`src/rtl/filt_pkg.sv`:
```
// Shared constants for the decimating FIFO: default fixed-point split and the sample word type.
package filt_pkg;
  localparam int WIDTH_H_DEF = 5;
  localparam int WIDTH_W_DEF = 20;
  localparam int SAMPLE_W    = WIDTH_H_DEF + WIDTH_W_DEF;

  typedef logic [SAMPLE_W-1:0] sample_t;
endpackage

```
`src/rtl/filt_fifo.sv`:
```
// Synchronous first-word-fall-through FIFO; a write into a full FIFO is accepted only
// when a pop happens on the same edge, otherwise it is reported on drop_o and discarded.
module filt_fifo #(
  parameter int W     = 25,
  parameter int DEPTH = 16,
  parameter int LOG_D = 4
) (
  input  logic             clk,
  input  logic             rst_n,
  input  logic             wr_req_i,
  input  logic [W-1:0]     data_i,
  input  logic             rd_req_i,
  output logic             data_o_en,
  output logic [W-1:0]     data_o,
  output logic [LOG_D:0]   count_o,
  output logic             drop_o
);
  logic [W-1:0]     mem_q [DEPTH];
  logic [LOG_D-1:0] wr_ptr_q, wr_ptr_d, rd_ptr_q, rd_ptr_d;
  logic [LOG_D:0]   count_q, count_d;
  logic             empty, full, push, pop;

  assign empty = (count_q == '0);
  assign full  = (count_q == (LOG_D+1)'(DEPTH));
  assign pop   = !empty && rd_req_i;
  // When full, the slot being written is the one being popped, so the old head is read out first.
  assign push  = wr_req_i && (!full || pop);

  assign data_o_en = !empty;
  assign data_o    = empty ? '0 : mem_q[rd_ptr_q];
  assign count_o   = count_q;
  assign drop_o    = wr_req_i && full && !pop;

  always_comb begin
    wr_ptr_d = wr_ptr_q;
    rd_ptr_d = rd_ptr_q;
    count_d  = count_q;
    if (push) wr_ptr_d = wr_ptr_q + 1'b1;
    if (pop)  rd_ptr_d = rd_ptr_q + 1'b1;
    case ({push, pop})
      2'b10:   count_d = count_q + 1'b1;
      2'b01:   count_d = count_q - 1'b1;
      default: count_d = count_q;
    endcase
  end

  always_ff @(posedge clk) begin
    if (!rst_n) begin
      wr_ptr_q <= '0;
      rd_ptr_q <= '0;
      count_q  <= '0;
    end else begin
      wr_ptr_q <= wr_ptr_d;
      rd_ptr_q <= rd_ptr_d;
      count_q  <= count_d;
    end
  end

  always_ff @(posedge clk) begin
    if (rst_n && push) mem_q[wr_ptr_q] <= data_i;
  end
endmodule

```
`src/rtl/filt_decim_fifo.sv`:
```
// Keeps every DECIM-th input sample and queues it in a FWFT FIFO.
// Define FILT_DECIM_OVF_EN to add the sticky ovf_o flag for samples dropped on a full FIFO.
module filt_decim_fifo
  import filt_pkg::*;
#(
  parameter int width_H   = WIDTH_H_DEF,
  parameter int width_W   = WIDTH_W_DEF,
  parameter int DECIM     = 4,
  parameter int DEPTH     = 16,
  parameter int log_DEPTH = 4
) (
  input  logic                       clk,
  input  logic                       rst_n,
  input  logic                       data_i_en,
  input  logic [width_H+width_W-1:0] data_i,
  input  logic                       data_o_rdy,
  output logic                       data_o_en,
  output logic [width_H+width_W-1:0] data_o,
`ifdef FILT_DECIM_OVF_EN
  output logic                       ovf_o,
`endif
  output logic [log_DEPTH:0]         count_o
);
  localparam int PH_W = (DECIM > 1) ? $clog2(DECIM) : 1;
  localparam logic [PH_W-1:0] PH_MAX = PH_W'(DECIM - 1);

  logic [PH_W-1:0] phase_q, phase_d;
  logic            keep, drop;

  assign keep = data_i_en && (phase_q == '0);

  always_comb begin
    phase_d = phase_q;
    if (data_i_en) phase_d = (phase_q == PH_MAX) ? '0 : phase_q + 1'b1;
  end

  always_ff @(posedge clk) begin
    if (!rst_n) phase_q <= '0;
    else        phase_q <= phase_d;
  end

  filt_fifo #(
    .W     (width_H + width_W),
    .DEPTH (DEPTH),
    .LOG_D (log_DEPTH)
  ) u_fifo (
    .clk       (clk),
    .rst_n     (rst_n),
    .wr_req_i  (keep),
    .data_i    (data_i),
    .rd_req_i  (data_o_rdy),
    .data_o_en (data_o_en),
    .data_o    (data_o),
    .count_o   (count_o),
    .drop_o    (drop)
  );

`ifdef FILT_DECIM_OVF_EN
  logic ovf_q;
  always_ff @(posedge clk) begin
    if (!rst_n)    ovf_q <= 1'b0;
    else if (drop) ovf_q <= 1'b1;
  end
  assign ovf_o = ovf_q;
`else
  logic unused_drop;
  assign unused_drop = drop;
`endif
endmodule

```
`config.mk`:
```
export PLATFORM = sky130hd
export DESIGN_NAME = filt_decim_fifo
export DESIGN_NICKNAME = d
export VERILOG_FILES = /design/src/rtl/filt_pkg.sv /design/src/rtl/filt_fifo.sv /design/src/rtl/filt_decim_fifo.sv
export SDC_FILE = /design/constraint.sdc
export NUM_CORES = 1
export LEC_CHECK = 0
export BUFFER_PORTS_ARGS = -buffer_cell sky130_fd_sc_hd__buf_2
export CORE_MARGIN = 4
export CORE_UTILIZATION = 45
export CTS_CLUSTER_SIZE = 12
export DETAILED_ROUTE_END_ITERATION = 8
export GPL_ROUTABILITY_DRIVEN = 0
export PLACE_DENSITY = 0.59
export SYNTH_ARGS = -nofsm -noshare
export SYNTH_HDL_FRONTEND = slang
export SYNTH_SLANG_ARGS = --single-unit
export TNS_END_PERCENT = 100
```
`constraint.sdc`:
```
create_clock -name clk -period 5.27 [get_ports clk]
set_input_delay 1.054 -clock clk [delete_from_list [all_inputs] [get_ports clk]]
set_output_delay 1.054 -clock clk [all_outputs]
set_load 0.01 [all_outputs]
```
Word level (Yosys, flattened, before mapping)

Memory sizes are Yosys's and may differ from the RTL's. A register that Yosys moved wholly into a read port is not among the register bits.
Index checks and enable logic that the tools add are counted.

Register bits: 15
RAM bits: 400
Output and inout port bits: 31
Word-level logic and storage cells: 31
Memories: 1

Memories:

| name         | words | bits a word | read ports | clocked after memory_dff | wr ports | line            | RTL |
|---|---|---|---|---|---|---|---|
| u_fifo.mem_q | 16    | 25          | 1          | 1                        | 1        | filt_fifo.sv:18 | `logic [W-1:0] mem_q [DEPTH];` |

$add $sub $neg: 5
Equal/unequal tests: 4
Multiplexer cells: 7
Reduce and logical (&&, ||, !) cells: 10

Operators by type and width:

| operator            | number |
|---|---|
| $mux 25             | 1 |
| $pmux 5 s2          | 1 |
| $add 4x1->4 const B | 2 |
| $mux 4              | 2 |
| $add 5x1->5 const B | 1 |
| $eq 5x5->1 const B  | 1 |
| $logic_not 5->1     | 1 |
| $sub 5x1->5 const B | 1 |
| $eq 2x2->1 const B  | 2 |
| $logic_and 1x1->1   | 4 |
| $add 2x1->2 const B | 1 |
| $eq 2x1->1 const B  | 1 |
| $logic_not 1->1     | 2 |
| $logic_not 2->1     | 1 |
| $mux 1              | 2 |
| $mux 2              | 1 |
| $reduce_bool 2->1   | 1 |
| $logic_or 1x1->1    | 1 |

Longest topological paths before layout

Depth in word-level cells: 8
Gate-level depth with buffers: 11
Gate-level depth less buffers: 10

Cells and area by module

From an unflattened synthesis, not the netlist that was laid out.

Cells, all modules: 738
Area, all modules: 16226.8 um^2

By module, submodules not included:

| module          | instances | cells an instance | area an instance (um^2) | seq. area each (um^2) |
|---|---|---|---|---|
| filt_fifo       | 1         | 726               | 16104.2                 | 12351.8 |
| filt_decim_fifo | 1         | 12                | 122.6                   | 40.0 |

Least setup slack after synthesis

No wires, ideal clock.

Path kind: in2reg
Start: in data_i_en
End: mem u_fifo.mem_q[0][0], enable pin
Data arrival time: 3711 ps
Setup slack: 1121 ps
Stages: 5
Path buffers: 2
Cells stage by stage: clkbuf_1 o211ai_1 or2_2 buf_2 nor3_1

Longest elaborated chain between the ends: 5

RTL lines:

| item                         | line                  | RTL |
|---|---|---|
| from (decl)                  | filt_decim_fifo.sv:14 | `input logic data_i_en,` |
| $logic_and 1x1->1            | filt_decim_fifo.sv:30 | `assign keep = data_i_en && (phase_q == '0);` |
| $logic_and 1x1->1            | filt_fifo.sv:27       | `assign push = wr_req_i && (!full \|\| pop);` |
| $logic_and 1x1->1            | filt_fifo.sv:60       | `if (rst_n && push) mem_q[wr_ptr_q] <= data_i;` |
| $mux 1                       | filt_fifo.sv:60       |  |
| $mux 1 (not written as such) | filt_fifo.sv:60       |  |
| to (decl)                    | filt_fifo.sv:18       |  |

No other way between the ends.

Final worst setup path

Start: reg u_fifo.count_q[0], in the netlist u_fifo.count_o[0]
End: out data_o[3]

Longest elaborated chain between the ends: 2

RTL lines:

| item                   | line                  | RTL |
|---|---|---|
| from (decl)            | filt_fifo.sv:20       | `logic [LOG_D:0] count_q, count_d;` |
| from (signal assigned) | filt_fifo.sv:55       | `count_q <= count_d;` |
| $logic_not 5->1        | filt_fifo.sv:23       | `assign empty = (count_q == '0);` |
| $mux 25                | filt_fifo.sv:30       | `assign data_o = empty ? '0 : mem_q[rd_ptr_q];` |
| to (decl)              | filt_decim_fifo.sv:18 | `output logic [width_H+width_W-1:0] data_o,` |

No other way between the ends.

==> impl_metrics.csv <==
group,metric,value,unit
yosys,synth_area,16300,sq um
grt,grt_pass1_wl,51200,um
sta,finalWorstPathRequiredPeriod,4210,ps
clock_tree,path_clk_slew,60,ps
cells_and_area,nFillCells,2775,
die,core_area,35700,sq um
grt,grt_util_all_layers,17.8,%
setup_path,required,4220,ps
die,initial_core_util,45.7,%
yosys,syn_avg_cell_area,22.0,sq um
sta,finalHoldViolations,0,
flow_run,maxCapViolCount,0,
setup_path,startpoint_type,"flip-flop",
power_and_ir_drop,power_frac_comb,19.7,%
yosys,syn_inst,740,
clock_tree,clk_path_buf_depth,3,
die,ios,60,
cells_and_area,drive_gt1_share,33.6,%
sta,setup_tns,0,ps
cells_and_area,design.final.nets,866,
detailed_routing,viasPerCell,5.69,
yosys,ys_seq_area_share,76.0,%
die,die-area,39300,sq um
sta,rsz0062_at_grt,"false",
yosys,synth_cell_types,40,
placed_design,dp_hpwl,18200,um
min_path,hp-class,"reg2reg",
detailed_routing,wirelength,34400,um
grt,grt_pass1_vias,7956,
cells_and_area,n_antenna_cell,0,
clock_tree,cts_buffers,43,
setup_path,crit_type,"reg2out",
power_and_ir_drop,p_switching,2.07,mW
detailed_routing,routedWlPerCell,26.3,um
placed_design,dp_worst_setup_slack,1590,ps
sta,worst_slew_pin_slew,1150,ps
cells_and_area,seq_area,12400,sq um
placed_design,port_buffers,59,
power_and_ir_drop,seqPwrFrac,46.9,%
yosys,synthesis.nets,781,
detailed_routing,via_count,7457,
sta,finalSetupViolCount,0,
setup_path,crit_path_end_kind,"primary output",
grt,antenna_found_initial,2,
yosys,synth-seq-cells,419,
sta,max_freq,0.238,GHz
clock_tree,cts_hold_buf,0,
setup_path,worst_path_max_delay_cell,"o211ai_4",
detailed_routing,drtIter0Drc,607,
die,rows,69,
power_and_ir_drop,vdd_drop_max,224,uV
setup_path,cp_max_fo,25,
sta,fin_ws,1060,ps
cells_and_area,final_common_cell,"edfxtp_1",
detailed_routing,drtPass1Iterations,5,
sta,slew_headroom,23.4,%
sta,fin_crit_sh,79.8,%
clock_tree,cts_tree,"built",
clock_tree,cts_sinks,419,
clock_tree,root_buffer,"clkbuf_16",
setup_path,critical_path_arrival,3150,ps
clock_tree,htree_levels,2,
power_and_ir_drop,power_switching_share,25.4,%
clock_tree,post_cts_buffers,0,
cells_and_area,multi_input_area,3740,sq um
detailed_routing,route.detailed.drc,0,
die,die_y,198,um
cells_and_area,final_cell_mix,"400 x edfxtp_1, 100 x mux4_2, 59 x buf_2",
setup_path,slowest_delay,820,ps
sta,finalClockSkew,15.9,ps
power_and_ir_drop,pwr-share-clk,33.4,%
sta,drv_slew,0,
die,die_x,198,um
yosys,ys_warn_count,0,
clock_tree,postCtsResizedCells,0,
power_and_ir_drop,powerDensity,441,nW/um^2
detailed_routing,ant_nets,0,
power_and_ir_drop,intPower,6.07,mW
setup_path,path_cells,"or4_1 > o211ai_4 > and2b_1 > a221o_2 > buf_2",
grt,grt_max_degree,101,
cells_and_area,area_delta_synth_final,13.2,%
power_and_ir_drop,power_leakage,5.86,nW
run_status,status,"finished clean",
clock_tree,clock_latency,530,ps
grt,grt_overflow_total,0,
## state kept, by name, indices dropped and copies added (netlist names), named ones only
name and flops:
phase_q 2, u_fifo.count_o 5, u_fifo.mem_q 400, u_fifo.rd_ptr_q 4, u_fifo.wr_ptr_q 4
## cell usage after synthesis
| cell type | instances | area, sq um |
|---|---|---|
| nor3_1 | 6 | 30.0 |
| o21ai_1 | 1 | 5.00 |
| or4b_2 | 1 | 10.0 |
| inv_1 | 8 | 30.0 |
| nand4b_1 | 1 | 8.76 |
| nand2b_1 | 3 | 18.8 |
| o211ai_4 | 1 | 21.3 |
| and2_1 | 9 | 56.3 |
| o2111ai_1 | 1 | 8.76 |
| or2_4 | 1 | 8.76 |
| xnor2_1 | 5 | 43.8 |
| mux2_2 | 26 | 293 |
| a21o_2 | 1 | 8.76 |
| o21ai_0 | 3 | 15.0 |
| xor2_1 | 1 | 8.76 |
| edfxtp_1 | 400 | 12000 |
| clkbuf_1 | 15 | 56.3 |
| dfxtp_1 | 19 | 380 |
| buf_2 | 12 | 60.1 |
| mux2i_1 | 6 | 60.1 |
| buf_8 | 2 | 30.0 |
| a221o_2 | 5 | 56.3 |
| a221o_1 | 20 | 200 |
| buf_1 | 7 | 26.3 |
| nor2_1 | 18 | 67.6 |
| o21a_1 | 2 | 15.0 |
| or4_1 | 1 | 7.51 |
| a21oi_1 | 2 | 10.0 |
| or2_2 | 1 | 6.26 |
| o2111ai_2 | 1 | 15.0 |
| ha_1 | 11 | 138 |
| fa_1 | 1 | 20.0 |
| mux4_2 | 100 | 2250 |
| nor2b_1 | 13 | 81.3 |
| and2b_1 | 17 | 128 |
| nor2b_4 | 1 | 13.8 |
| nand2_1 | 9 | 33.8 |
| nand3_1 | 5 | 25.0 |
| o211ai_1 | 2 | 15.0 |
| buf_6 | 2 | 22.5 |
## metal layers
layer | GRT usage (%) | part of all wire (%) | wire [um]
met3 | 3.27 | 4.2 | 1450
met1 | 23.3 | 41 | 14300
met5 | 0 | 0.064 | 22
met2 | 31.5 | 52 | 18100
met4 | 3.88 | 1.9 | 643
## worst max-delay path: cells and delay by family (launching register included)
kind            cells  cell delay [ps]
simple gates        2              980
compound gates      2             1120
flops               1              360
buf+inv             1              140
## worst paths after layout
path | from | to | slack (ps) | cells past startpoint
worst min register to register | u_fifo.count_o[3]$_SDFFE_PN0P_ | u_fifo.count_o[3]$_SDFFE_PN0P_ | 550 | 2
worst max register to register | u_fifo.count_o[0]$_SDFFE_PN0P_ | u_fifo.count_o[4]$_SDFFE_PN0P_ | 1930 | 9
worst max-delay path | u_fifo.count_o[0]$_SDFFE_PN0P_ | data_o[3] | 1060 | 5
worst min-delay path | u_fifo.count_o[3]$_SDFFE_PN0P_ | u_fifo.count_o[3]$_SDFFE_PN0P_ | 550 | 2
## power groups by stage
stage	registers (mW)	clock network [mW]	logic, mW
final	3.81	2.72	1.60
after floorplan	3.81	0	1.25
after detailed placement	3.89	0	1.63
after CTS	3.82	2.78	1.64
after global routing	3.83	2.93	1.73
after global placement	3.88	0	1.60
## kinds of logic (layout without fill, tap and decap cells)
kind of cell / after synthesis / after routing / synth area share, %
AOI/OAI and AO/OA: 39 / 39 / 2.27
and+or+nand+nor: 86 / 86 / 3.04
DFF: 419 / 419 / 76.0
buffers and inverters: 46 / 155 / 1.38
muxes: 132 / 132 / 16.0
adders and majority gates: 12 / 12 / 0.967
xor gates and xnor gates: 6 / 6 / 0.322
## final cells by class
| cell class | count | area share, % |
|---|---|---|
| Sequential cell | 419 | 67.2 |
| Multi-Input combinational cell | 275 | 20.3 |
| Clock buffer | 60 | 6.52 |
| Tap cell | 461 | 3.13 |
| Timing Repair Buffer | 78 | 2.51 |
| Clock inverter | 9 | 0.217 |
| Inverter | 8 | 0.163 |
## stage by stage
stage	instances	power, mW	utilization (%)	hold WS, ps	cell area, sq um
final	1310	8.13	51.7	551	18500
after global routing	1310	8.49	51.7	574	18500
after CTS	1310	8.24	51.7	550	18500
after detailed placement	1241	5.53	48.3	538	17200
after global placement	1241	5.48	48.3	517	17200
after floorplan	740	5.06	-	509	16300
Note: power is estimated with default switching activity, not from simulation.
